$ cat src/rtl/player_move_arbiter.sv
// player_move_arbiter: sequences both players' move/attack requests onto the tile map.
// Arbitrates A vs B round-robin, validates each move against walkAble, the map bounds
// and the other player's tile, and owns both players' tile registers and attack pulses.
// Optional feature: define ATK_COOLDOWN_EN to add a per-player attack cooldown (ATK_GAP).
module player_move_arbiter #(
    parameter int unsigned HMAXTILE  = 9,
    parameter int unsigned VMAXTILE  = 5,
    parameter int unsigned A_START_H = 0,
    parameter int unsigned A_START_V = 0,
    parameter int unsigned B_START_H = 9,
    parameter int unsigned B_START_V = 5,
    parameter logic [25:0] MOVE_GAP  = 26'd12_500_000,
    parameter logic [25:0] ATK_GAP   = 26'd50_000_000
) (
    input  logic                                   clk,
    input  logic                                   rst,
    input  logic                                   reqA_vld,
    input  logic [1:0]                             reqA_dir,
    input  logic                                   reqA_atk,
    input  logic                                   reqB_vld,
    input  logic [1:0]                             reqB_dir,
    input  logic                                   reqB_atk,
    input  logic [(HMAXTILE+1)*(VMAXTILE+1):0]     walkAble,
    output logic [3:0]                             curAh,
    output logic [3:0]                             curAv,
    output logic [3:0]                             curBh,
    output logic [3:0]                             curBv,
    output logic                                   atkFromA,
    output logic                                   atkFromB,
    output logic                                   doneA,
    output logic                                   doneB,
    output logic                                   rejA,
    output logic                                   rejB
);

    localparam int unsigned ROW_W  = HMAXTILE + 1;
    localparam int unsigned WALK_W = ROW_W * (VMAXTILE + 1) + 1;
    localparam int unsigned IDX_W  = $clog2(WALK_W);
    localparam int unsigned CD_W   = 26;

    typedef enum logic [1:0] {
        S_IDLE   = 2'd0,
        S_GRANT  = 2'd1,
        S_CHECK  = 2'd2,
        S_COMMIT = 2'd3
    } state_t;

    // Arbiter state; srv/rr_ptr encode the side: 0 = A, 1 = B
    state_t state;
    state_t state_nxt;
    logic   srv;
    logic   srv_nxt;
    logic   rr_ptr;
    logic   rr_nxt;

    // Pending request and move cooldown per player
    logic            pend_a;
    logic            pend_a_atk;
    logic [1:0]      pend_a_dir;
    logic            pend_b;
    logic            pend_b_atk;
    logic [1:0]      pend_b_dir;
    logic [CD_W-1:0] mcd_a;
    logic [CD_W-1:0] mcd_b;

`ifdef ATK_COOLDOWN_EN
    logic [CD_W-1:0] acd_a;
    logic [CD_W-1:0] acd_b;
`else
    // ATK_GAP only has a consumer when the attack cooldown is built in
    logic unused_atk_gap;
    assign unused_atk_gap = ^ATK_GAP;
`endif

    // Capture-side decode
    logic busy_a_c;
    logic busy_b_c;
    logic mhit_a_c;
    logic mhit_b_c;
    logic ahit_a_c;
    logic ahit_b_c;
    logic take_a_c;
    logic take_b_c;

    // Validation of the served request
    logic [3:0]       src_h_c;
    logic [3:0]       src_v_c;
    logic [3:0]       oth_h_c;
    logic [3:0]       oth_v_c;
    logic [3:0]       tgt_h_c;
    logic [3:0]       tgt_v_c;
    logic [1:0]       src_dir_c;
    logic [IDX_W-1:0] idx_c;
    logic             edge_c;
    logic             wall_c;
    logic             occ_c;
    logic             bad_c;
    logic             commit_c;
    logic             fin_a_c;
    logic             fin_b_c;
    logic             move_a_c;
    logic             move_b_c;
    logic             atk_a_c;
    logic             atk_b_c;

    // Arbiter state register
    always_ff @(posedge clk) begin
        if (rst) begin
            state  <= S_IDLE;
            srv    <= 1'b0;
            rr_ptr <= 1'b0;
        end else begin
            state  <= state_nxt;
            srv    <= srv_nxt;
            rr_ptr <= rr_nxt;
        end
    end

    // Arbiter next state: grant picks the side, then fixed CHECK -> COMMIT -> IDLE walk
    always_comb begin
        state_nxt = state;
        srv_nxt   = srv;
        rr_nxt    = rr_ptr;
        case (state)
            S_IDLE: begin
                if (pend_a || pend_b) begin
                    state_nxt = S_GRANT;
                end
            end
            S_GRANT: begin
                if (pend_a && pend_b) begin
                    srv_nxt   = rr_ptr;
                    rr_nxt    = ~rr_ptr;
                    state_nxt = S_CHECK;
                end else if (pend_a || pend_b) begin
                    srv_nxt   = pend_b;
                    state_nxt = S_CHECK;
                end else begin
                    state_nxt = S_IDLE;
                end
            end
            S_CHECK:  state_nxt = S_COMMIT;
            S_COMMIT: state_nxt = S_IDLE;
            default:  state_nxt = S_IDLE;
        endcase
    end

    // Strobe classification: dropped while in service, cooldown-refused, or latched
    always_comb begin
        busy_a_c = ((state == S_CHECK) || (state == S_COMMIT)) && !srv;
        busy_b_c = ((state == S_CHECK) || (state == S_COMMIT)) && srv;
        mhit_a_c = reqA_vld && !busy_a_c && !reqA_atk && (mcd_a != '0);
        mhit_b_c = reqB_vld && !busy_b_c && !reqB_atk && (mcd_b != '0);
        ahit_a_c = 1'b0;
        ahit_b_c = 1'b0;
`ifdef ATK_COOLDOWN_EN
        ahit_a_c = reqA_vld && !busy_a_c && reqA_atk && (acd_a != '0);
        ahit_b_c = reqB_vld && !busy_b_c && reqB_atk && (acd_b != '0);
`endif
        take_a_c = reqA_vld && !busy_a_c && !mhit_a_c && !ahit_a_c;
        take_b_c = reqB_vld && !busy_b_c && !mhit_b_c && !ahit_b_c;
    end

    // Target tile and legality of the served side's pending move
    always_comb begin
        src_h_c   = srv ? curBh : curAh;
        src_v_c   = srv ? curBv : curAv;
        oth_h_c   = srv ? curAh : curBh;
        oth_v_c   = srv ? curAv : curBv;
        src_dir_c = srv ? pend_b_dir : pend_a_dir;
        tgt_h_c   = src_h_c;
        tgt_v_c   = src_v_c;
        edge_c    = 1'b0;
        case (src_dir_c)
            2'd0: begin
                if (src_v_c == 4'd0) edge_c = 1'b1;
                else                 tgt_v_c = src_v_c - 4'd1;
            end
            2'd1: begin
                if (src_v_c >= 4'(VMAXTILE)) edge_c = 1'b1;
                else                         tgt_v_c = src_v_c + 4'd1;
            end
            2'd2: begin
                if (src_h_c == 4'd0) edge_c = 1'b1;
                else                 tgt_h_c = src_h_c - 4'd1;
            end
            default: begin
                if (src_h_c >= 4'(HMAXTILE)) edge_c = 1'b1;
                else                         tgt_h_c = src_h_c + 4'd1;
            end
        endcase
        idx_c    = IDX_W'(ROW_W * 32'(tgt_v_c) + 32'(tgt_h_c));
        wall_c   = !walkAble[idx_c];
        occ_c    = (tgt_h_c == oth_h_c) && (tgt_v_c == oth_v_c);
        bad_c    = edge_c || wall_c || occ_c;
        commit_c = (state == S_CHECK);
        fin_a_c  = commit_c && !srv;
        fin_b_c  = commit_c && srv;
        move_a_c = fin_a_c && !pend_a_atk && !bad_c;
        move_b_c = fin_b_c && !pend_b_atk && !bad_c;
        atk_a_c  = fin_a_c && pend_a_atk;
        atk_b_c  = fin_b_c && pend_b_atk;
    end

    // Player A: pending request, position, move cooldown and retire pulses
    always_ff @(posedge clk) begin
        if (rst) begin
            curAh      <= 4'(A_START_H);
            curAv      <= 4'(A_START_V);
            pend_a     <= 1'b0;
            pend_a_dir <= 2'd0;
            pend_a_atk <= 1'b0;
            mcd_a      <= '0;
            doneA      <= 1'b0;
            rejA       <= 1'b0;
            atkFromA   <= 1'b0;
        end else begin
            doneA    <= mhit_a_c || ahit_a_c || fin_a_c;
            rejA     <= mhit_a_c || ahit_a_c || (fin_a_c && !pend_a_atk && bad_c);
            atkFromA <= atk_a_c;
            if (fin_a_c) begin
                pend_a <= 1'b0;
            end else if (take_a_c) begin
                pend_a     <= 1'b1;
                pend_a_dir <= reqA_dir;
                pend_a_atk <= reqA_atk;
            end
            if (move_a_c) begin
                curAh <= tgt_h_c;
                curAv <= tgt_v_c;
            end
            if (move_a_c)          mcd_a <= MOVE_GAP;
            else if (mcd_a != '0)  mcd_a <= mcd_a - CD_W'(1);
        end
    end

    // Player B: pending request, position, move cooldown and retire pulses
    always_ff @(posedge clk) begin
        if (rst) begin
            curBh      <= 4'(B_START_H);
            curBv      <= 4'(B_START_V);
            pend_b     <= 1'b0;
            pend_b_dir <= 2'd0;
            pend_b_atk <= 1'b0;
            mcd_b      <= '0;
            doneB      <= 1'b0;
            rejB       <= 1'b0;
            atkFromB   <= 1'b0;
        end else begin
            doneB    <= mhit_b_c || ahit_b_c || fin_b_c;
            rejB     <= mhit_b_c || ahit_b_c || (fin_b_c && !pend_b_atk && bad_c);
            atkFromB <= atk_b_c;
            if (fin_b_c) begin
                pend_b <= 1'b0;
            end else if (take_b_c) begin
                pend_b     <= 1'b1;
                pend_b_dir <= reqB_dir;
                pend_b_atk <= reqB_atk;
            end
            if (move_b_c) begin
                curBh <= tgt_h_c;
                curBv <= tgt_v_c;
            end
            if (move_b_c)          mcd_b <= MOVE_GAP;
            else if (mcd_b != '0)  mcd_b <= mcd_b - CD_W'(1);
        end
    end

`ifdef ATK_COOLDOWN_EN
    // Attack cooldowns: reload on an issued attack, count down to zero
    always_ff @(posedge clk) begin
        if (rst) begin
            acd_a <= '0;
            acd_b <= '0;
        end else begin
            if (atk_a_c)           acd_a <= ATK_GAP;
            else if (acd_a != '0)  acd_a <= acd_a - CD_W'(1);
            if (atk_b_c)           acd_b <= ATK_GAP;
            else if (acd_b != '0)  acd_b <= acd_b - CD_W'(1);
        end
    end
`endif

endmodule

$ cat config.mk
export PLATFORM = sky130hd
export DESIGN_NAME = player_move_arbiter
export DESIGN_NICKNAME = d
export VERILOG_FILES = /design/src/rtl/player_move_arbiter.sv
export SDC_FILE = /design/constraint.sdc
export NUM_CORES = 1
export LEC_CHECK = 0
export CAP_MARGIN = 5
export CELL_PAD_IN_SITES_DETAIL_PLACEMENT = 1
export CELL_PAD_IN_SITES_GLOBAL_PLACEMENT = 1
export CORE_MARGIN = 1.5
export CORE_UTILIZATION = 30
export DETAILED_ROUTE_END_ITERATION = 10
export PLACE_DENSITY = 0.74
export SLEW_MARGIN = 20
export SYNTH_ARGS = -nofsm -noshare
export SYNTH_HDL_FRONTEND = slang
export SYNTH_SLANG_ARGS = --single-unit
$ cat constraint.sdc
create_clock -name clk -period 6.2 [get_ports clk]
set_clock_uncertainty 0.05 [all_clocks]
set_input_delay 0.93 -clock clk [delete_from_list [all_inputs] [get_ports clk]]
set_output_delay 0.93 -clock clk [all_outputs]
set_load 0.01 [all_outputs]
Word level (Yosys, flattened, before mapping):

Cells that the tools add are included.
Widths: inputs -> output; s select.

* register bits after elaboration: 86
* input bits: 71
* output and inout bits: 22
* logic and storage cells: 132

* add/subtract/negate cells: 7
* $mul: 1
* order comparisons: 3
* eq/ne operators: 8
* muxes and demuxes: 28
* bitwise gates (word level): 3
* reduce and logical (&&, ||, !) cells: 59

Operators by type and width (count)
* $mux 24: 4
* $reduce_bool 26->1: 2
* $sub 26x1->26 const B: 2
* $mux 4: 8
* $logic_and 1x1->1: 22
* $pmux 4 s2: 2
* $logic_not 1->1: 11
* $reduce_or 2->1: 5
* $add 4x1->4 const B: 2
* $eq 4x4->1: 2
* $logic_not 4->1: 2
* $logic_or 1x1->1: 8
* $mux 2: 4
* $pmux 2 s4: 1
* $reduce_and 2->1: 4
* $sub 4x1->4 const B: 2
* $lt 6x7->1 const B: 1
* $mux 1: 7
* $add 6x4->6: 1
* $bmux 1 s6: 1
* $eq 2x2->1 const B: 3
* $reduce_bool 2->1: 3
* $mul 3x4->5 const A: 1
* $eq 2x1->1 const B: 2
* other kinds (6): 9

Depth between registers and ports, before layout:

Gate-level depths: netlist of the first run.

* depth after elaboration: 14
* mapped depth: 27

Worst setup path after synthesis of the first run:

No wires, ideal clock.

* path type: reg-to-reg
* from: register srv
* to: register curBv[0]
* library setup time: 0.122 ns
* arrival time: 5.313 ns
* data required time: 6.028 ns
* path slack: 0.715 ns
* cell stages (with the launch flop): 26
* buffers on the path: 7
* period minus slack after synthesis: 5.485 ns
* path through: dfxtp_1 > buf_6 > buf_6 > buf_6 > buf_2 > buf_1 > mux2_2 > inv_1 > ha_1 > nor4b_2 > nor2_1 > and2_1 > nor2_1 > o31ai_1 > ha_1 > fa_1 > xnor2_1 > clkbuf_1 > nor2_1 > o21ai_0 > o31ai_1 > o311ai_1 > and4_4 > buf_6 > nand2_4 > a221o_1

RTL lines
* start: declaration: RTL line 51 `logic srv;`
* start signal: assignment: RTL line 114 `srv <= srv_nxt;`
* $mux 4 / $mux 2 (equally long branches): RTL line 166, 170
* $add 4x1->4 (tied with other cells): RTL line 189 `else tgt_h_c = src_h_c + 4'd1;`
* $mux 4 (tied with other cells): RTL line 188 `if (src_h_c >= 4'(HMAXTILE)) edge_c = 1'b1;`
* $pmux 4 s2 *: RTL line 174 `case (src_dir_c)`
* net tgt_h_c[1]: RTL line 90 `logic [3:0] tgt_h_c;`
* $add 6x4->6: RTL line 192 `idx_c = IDX_W'(ROW_W * 32'(tgt_v_c) + 32'(tgt_h_c));`
* $bmux 1 s6: RTL line 193 `wall_c = !walkAble[idx_c];`
* $mux 1 (implied by the code): RTL line 193
* $logic_not 1->1: RTL line 193
* $logic_or 1x1->1: RTL line 195 `bad_c = edge_c || wall_c || occ_c;`
* $logic_or 1x1->1 *: RTL line 195
* $logic_not 1->1 *: RTL line 200 `move_b_c = fin_b_c && !pend_b_atk && !bad_c;`
* $logic_and 1x1->1 *: RTL line 200
* end signal: assignment: RTL line 241 `curBv <= 4'(B_START_V);`
* end signal: assignment: RTL line 262 `curBv <= tgt_v_c;`
* end: declaration: RTL line 27 `output logic [3:0] curBv,`

Mark *: on every way through the listed nets, which the timed path passes. The rest lies on a longest branch. The select of a mux whose other input is x is not followed.
A chain may end at the register's enable or synchronous reset.

Worst setup path after layout of the first run:

* from: register srv
* to: register curAh[1]

* longest elaborated chain between the ends: 13

RTL lines
* $mux 4: RTL line 167 `src_v_c = srv ? curBv : curAv;`
* $add 4x1->4 (tied with other cells): RTL line 181 `else tgt_v_c = src_v_c + 4'd1;`
* $mux 4 (on tied branches): RTL line 180, 176
* $pmux 4 s2 *: RTL line 174
* net tgt_v_c[0]: RTL line 91 `logic [3:0] tgt_v_c;`
* $mul 3x4->5: RTL line 192
* $add 6x4->6: RTL line 192
* $bmux 1 s6: RTL line 193
* $mux 1 (implied by the code): RTL line 193
* $logic_not 1->1: RTL line 193
* $logic_or 1x1->1: RTL line 195
* $logic_or 1x1->1 *: RTL line 195
* $logic_not 1->1 *: RTL line 199 `move_a_c = fin_a_c && !pend_a_atk && !bad_c;`
* $logic_and 1x1->1 *: RTL line 199
* end signal: assignment: RTL line 208 `curAh <= 4'(A_START_H);`
* end signal: assignment: RTL line 229 `curAh <= tgt_h_c;`
* end: declaration: RTL line 24 `output logic [3:0] curAh,`

Marked as above.

==> results_dict.tcl, run 1 <==
set metrics [dict create \
    relSlewSlack 0.417 \
    yosys.area.top_type "dfxtp_1" \
    drtIter0Drc 244 \
    status "finished, final reports clean" \
    crit_type "reg2reg" \
    gp_congestion 0.853 \
    period_needed_ps 5770 \
    rows 50 \
    fin_setup_tns_ps 0 \
    synth-seq-cells 86 \
    start_util 0.304 \
    grt-ovfl-total 0 \
    start_kind "register" \
    die_y_um 140 \
    first_global_vias 5376 \
    hpwlAfterDp_um 12500 \
    synth_top_area_frac 0.305 \
    p_leak_uw 0.00262 \
    synthToLayoutAreaGrowth_pct 25.8 \
    drive_gt1_frac 0.0889 \
    hold_violations 0 \
    drt_first_pass_iters 4 \
    clock_latency_ps 350 \
    synthCells 679 \
    cts_hold_buf 0 \
    die_x_um 140 \
    critPathMaxFanout 15 \
    synthArstFlopShare 0 \
    grtUsageMet2 0.304 \
    synth_cell_types 79 \
    routed_wirelength_um 16700 \
    h-tree-depth 3 \
    io_buffer_count 92 \
    antenna_left 0 \
    synth.most_common_cell "dfxtp_1" \
    fmax_mhz 173 \
    io_pins 93 \
    met3_usage 0.0215 \
    required_ps 6390 \
    yosys-top-cells-area "dfxtp_1, mux2i_1, xnor2_1" \
    drc_errors 0 \
    rsz0062_at_grt "false" \
    num_vias 5338 \
    cts_made_buffers 9 \
    worstPathArrival_ps 5960 \
    cts_root_buf "clkbuf_16" \
    grt_usage 0.172 \
    hold_class "reg2reg" \
    grt-busiest-layer "met2" \
    clk_pin_slew_worst_paths_ps 70 \
    cts.path.max_buffers 2 \
    reg2reg_slack_ps 430 \
    synth_nets 765 \
    p_per_area_mw_per_mm2 363 \
    yosysWarningCount 0 \
    grt_max_degree 83 \
    antenna_found_initial 0 \
    nNetsFinal 846 \
    peakVddDrop_mv 0.138 \
    synth_edf_count 0 \
    routed_via_density 5.34 \
    cts_tree "done" \
    grt_use_met1 0.217 \
    tightest_slew_ps 874 \
    grt_pass1_wl_um 27800 \
    fillers 2197 \
    finalSetupViolCount 0 \
    die_area_mm2 0.0197 \
    fin_crit_sh 0.930 \
    avgSynthCellArea_um2 8.33 \
    whs_ps 426 \
    coreArea_mm2 0.0186 \
    end_kind "register" \
    synth-main-ff-cell "dfxtp_1" \
    synth_top_cells_by_count "dfxtp_1, nor2_1, nand2_1" \
    clock_sinks 86 \
    num_antenna_cells 0 \
    netlist_area_mm2 0.00565 \
    drv_slew 0 \
    seq_area_frac_synth 0.305 \
    max_cap_violations 0 \
    avgRoutedWirePerCell_um 16.7 \
]
report_power, final:
group          internal [µW]  switching [µW]
Clock                    352             223
Sequential               688             120
Combinational            518             680
critical path, stage by stage (launching register included):
cell	delay, ps
dfxtp_2	490
mux2_2	420
inv_1	190
ha_1	300
or4b_1	500
nand3_1	110
nand2_1	70
nand2_1	130
xnor2_1	170
inv_1	120
ha_1	240
fa_1	660
nor2b_1	260
nand2_1	110
o22ai_1	90
mux2i_1	150
o31ai_1	90
o311ai_1	370
and4_4	450
nand2_1	350
a31o_1	340
worst paths after layout:
check	startpoint	endpoint	depth (start not counted)
setup reg to reg	srv	curAh[1]	20
hold reg to reg	state[0]	state[0]	1
setup / recovery	srv	curAh[1]	20
hold / removal	state[0]	state[0]	1
state kept, by name, indices dropped and copies added (netlist names), named ones only:
signal / count
atkFromA: 1
atkFromB: 1
curAh: 4
curAv: 4
curBh: 4
curBv: 4
doneA: 1
doneB: 1
mcd_a: 26
mcd_b: 26
pend_a: 1
pend_a_atk: 1
pend_a_dir: 2
pend_b: 1
pend_b_atk: 1
pend_b_dir: 2
rejA: 1
rejB: 1
rr_ptr: 1
srv: 1
state: 1
placed cells by master (no fill, tap or decap), types with 5 or more instances in the layout:
cell / Yosys / routed
nand2_1: 58 / 58
nand4_1: 7 / 7
xnor2_1: 36 / 36
ha_1: 14 / 14
o31ai_1: 9 / 9
o21ai_0: 24 / 24
clkdlybuf4s50_1: 0 / 91
or3_1: 8 / 8
o211ai_1: 10 / 10
nand3_1: 24 / 24
mux2i_1: 43 / 43
clkbuf_16: 0 / 9
nor3_1: 43 / 43
inv_1: 17 / 17
or4_1: 8 / 8
mux2_2: 11 / 11
and3_1: 5 / 5
a211oi_1: 6 / 6
nor4_1: 12 / 12
a21oi_1: 47 / 47
xor2_1: 18 / 17
a31oi_1: 5 / 5
dfxtp_1: 86 / 85
and2_1: 5 / 5
buf_4: 2 / 11
nor2_1: 62 / 62
through the flow:
stage	utilization	cell area, µm²	instances	setup WS [ps]	total power (µW)
after floorplan	-	5650	679	715	1720
after global placement	0.364	6760	982	313	1970
after detailed placement	0.364	6760	982	206	2000
after CTS	0.381	7070	998	179	2600
after global routing	0.383	7110	999	15.4	2780
final	0.383	7110	999	431	2580
layout make-up:
class | count | area (µm²) | share of cell area
repair buffers | 104 | 1020 | 0.143
multi-input cells | 541 | 3690 | 0.520
clock inverters | 6 | 86.3 | 0.0121
clock buffers | 10 | 229 | 0.0322
well taps | 234 | 293 | 0.0412
inverters | 18 | 67.6 | 0.00950
flip-flops and latches | 86 | 1720 | 0.242
logic make-up (layout without fill, tap and decap cells):
kind of cell,Yosys count,count (layout),synth area share
simple gates,265,265,0.241
compound gates,147,147,0.177
flops,86,86,0.305
mux,60,60,0.114
xor+xnor,54,54,0.0837
buf+inv,52,138,0.0449
fa+ha+maj,15,15,0.0345
routing by layer:
| layer | up-vias | share of wire |
|---|---|---|
| li1 | 2655 | - |
| met1 | 2586 | 0.46 |
| met2 | 70 | 0.50 |
| met3 | 27 | 0.019 |
| met4 | 0 | 0.020 |
| met5 | - | 0 |
timing repair:
action	CTS	global route
resized for setup	0	3
endpoints found under the setup margin	0	45
setup buffers	0	1
No activity file was read; power rests on OpenSTA's default activity.
==> run 2, diff against run 1 <==
--- a/config.mk
+++ b/config.mk
@@ -12,7 +12,6 @@
 export CORE_UTILIZATION = 30
 export DETAILED_ROUTE_END_ITERATION = 10
 export PLACE_DENSITY = 0.74
-export SLEW_MARGIN = 20
 export SYNTH_ARGS = -nofsm -noshare
 export SYNTH_HDL_FRONTEND = slang
 export SYNTH_SLANG_ARGS = --single-unit
==> results of run 2 <==
Same layout as run 1: the final DEF is identical, and so are final timing and power.
==> run 3, diff against run 2 <==
--- a/config.mk
+++ b/config.mk
@@ -9,9 +9,10 @@
 export CELL_PAD_IN_SITES_DETAIL_PLACEMENT = 1
 export CELL_PAD_IN_SITES_GLOBAL_PLACEMENT = 1
 export CORE_MARGIN = 1.5
-export CORE_UTILIZATION = 30
+export CORE_UTILIZATION = 40
 export DETAILED_ROUTE_END_ITERATION = 10
-export PLACE_DENSITY = 0.74
+export MAX_ROUTING_LAYER = met4
+export PLACE_DENSITY = 0.91
 export SYNTH_ARGS = -nofsm -noshare
 export SYNTH_HDL_FRONTEND = slang
 export SYNTH_SLANG_ARGS = --single-unit
==> run 3 against run 2 <==
Against the previous run: maximum frequency shrank 2.8%; combinational power increased by 13%; critical path depth did not move; largest power group unchanged; first-iteration DRC count grew 100%; non-clock buffer count fell by 2; sequential power up 2%; global-route usage up 12 points; register-to-register slack lost 170 ps; highest routed layer unchanged.
==> results_dict.tcl, run 3 (synthesis results as in run 1) <==
set metrics [dict create \
    reg2reg_slack_ps 260 \
    num_vias 5809 \
    drive_gt1_frac 0.0891 \
    path_cells "mux2_2 > inv_1 > ha_1 > or4b_1 > nand3_1 > nand2_1 > nand2_1 > xnor2_1 > inv_1 > ha_2 > fa_1 > buf_4 > mux2i_1 > mux2_1 > o32ai_1 > or4_4 > nand4_2 > nor2_4 > buf_12 > a2111oi_1" \
    hold_start "state[0]" \
    drtIter0Drc 496 \
    relSlewSlack 0.343 \
    die_y_um 122 \
    clk_pin_slew_worst_paths_ps 70 \
    avgRoutedWirePerCell_um 22.5 \
    io_pins 93 \
    drt_first_pass_iters 5 \
    required_ps 6340 \
    grt-ovfl-total 0 \
    dpl_cell_area_mm2 0.00667 \
    fillers 1595 \
    peakVddDrop_mv 0.164 \
    p_per_area_mw_per_mm2 394 \
    status "finished, final reports clean" \
    largestRegisters "mcd_a: 26 flops, mcd_b: 26 flops" \
    h-tree-depth 3 \
    drc_errors 0 \
    p_leak_uw 0.00262 \
    cts.path.max_buffers 2 \
    die_x_um 122 \
    antenna_left 0 \
    routed_via_density 6.16 \
    rows 43 \
    start_util 0.409 \
    first_global_vias 6231 \
    end_kind "register" \
    antenna_found_initial 0 \
    min_to "state[0]" \
    critPathMaxFanout 16 \
    drv_slew 0 \
    io_buffer_count 92 \
    r2r_end "mcd_b[1]" \
    fin_area_mm2 0.00707 \
    fmax_mhz 168 \
    cts_root_buf "clkbuf_16" \
    num_antenna_cells 0 \
    fin_setup_tns_ps 0 \
    hpwlAfterDp_um 13600 \
    synthToLayoutAreaGrowth_pct 25.1 \
    start_kind "register" \
    routed_wirelength_um 21200 \
    period_needed_ps 5940 \
    hold_path_depth 1 \
    final_cell_mix "clkdlybuf4s50_1, dfxtp_1, nor2_1" \
    coreArea_mm2 0.0138 \
    hold_class "reg2reg" \
    max_cap_violations 0 \
    worst_path_largest_cell_delay_ps 700 \
    reg2reg_from "srv" \
    gp_congestion 0.870 \
    clock_latency_ps 350 \
    cts_tree "done" \
    tightest_slew_ps 977 \
    grt_pass1_wl_um 33100 \
    finalSetupViolCount 0 \
    slowest_stage "fa_1" \
    die_area_mm2 0.0149 \
    r2r_cells 20 \
    rsz0062_at_grt "false" \
    grt_max_degree 83 \
    nNetsFinal 844 \
    crit_type "reg2reg" \
    grt_usage 0.292 \
    worstPathArrival_ps 6070 \
    hold_violations 0 \
    fin_crit_sh 0.957 \
    final_common_cell "clkdlybuf4s50_1" \
    cts_made_buffers 9 \
    clock_sinks 86 \
]
run 3: worst max-delay path by stage:
stage / cells after the start / endpoint / start
after CTS: 20 / mcd_a[25] / srv
after global routing: 21 / curBv[2] / srv
after floorplan: 25 / curBv[0] / srv
after detailed placement: 19 / mcd_b[1] / srv
final: 20 / mcd_b[1] / srv
after global placement: 20 / curAv[3] / srv
run 3: cell type report:
type / count / area, µm² / area share
tap: 180 / 225 / 0.0318
multi-input combinational: 541 / 3720 / 0.526
clock buffer: 10 / 229 / 0.0324
sequential: 86 / 1720 / 0.243
timing repair buffer: 102 / 1020 / 0.144
inverter: 18 / 67.6 / 0.00955
clock inverter: 6 / 93.8 / 0.0133
run 3: where the power goes:
| part | switching, µW | internal, µW | leakage, µW |
|---|---|---|---|
| clock network | 246 | 358 | 0.000159 |
| logic | 833 | 522 | 0.00176 |
| registers | 139 | 687 | 0.000702 |
| total | 1220 | 1570 | 0.00262 |
run 3: through the flow:
step	utilization	setup slack, ps	power [µW]	hold WS [ps]	instances
final	0.512	264	2790	428	943
after global routing	0.512	11.2	2920	458	943
after CTS	0.506	7.92	2740	428	941
after detailed placement	0.482	184	2040	407	925
after global placement	0.482	640	1930	404	925
after floorplan	-	715	1720	379	679
run 3: worst max-delay path, delay by kind of cell, from the launching register on:
family,cells,cell delay (ps)
multiplexers,3,830
AO/OA/AOI/OAI,2,490
adder cells (fa/ha/maj),3,1250
XOR/XNOR,1,180
flip-flops,1,390
buffers and inverters,4,750
AND/OR/NAND/NOR,7,1820
run 3: metal layers:
layer,up-vias,part of all wire,track usage
li1,2638,-,-
met1,2854,0.40,0.319
met5,-,0,-
met2,227,0.51,0.509
met3,90,0.045,0.0520
met4,0,0.047,0.143
run 3: timing repair:
item / 4_1_cts / 5_1_grt
endpoints found under the setup margin: 1 / 58
gates cloned: 0 / 0
hold buffers: 0 / 0
resized for setup: 1 / 7
pin swaps: 0 / 2
setup buffers: 0 / 2
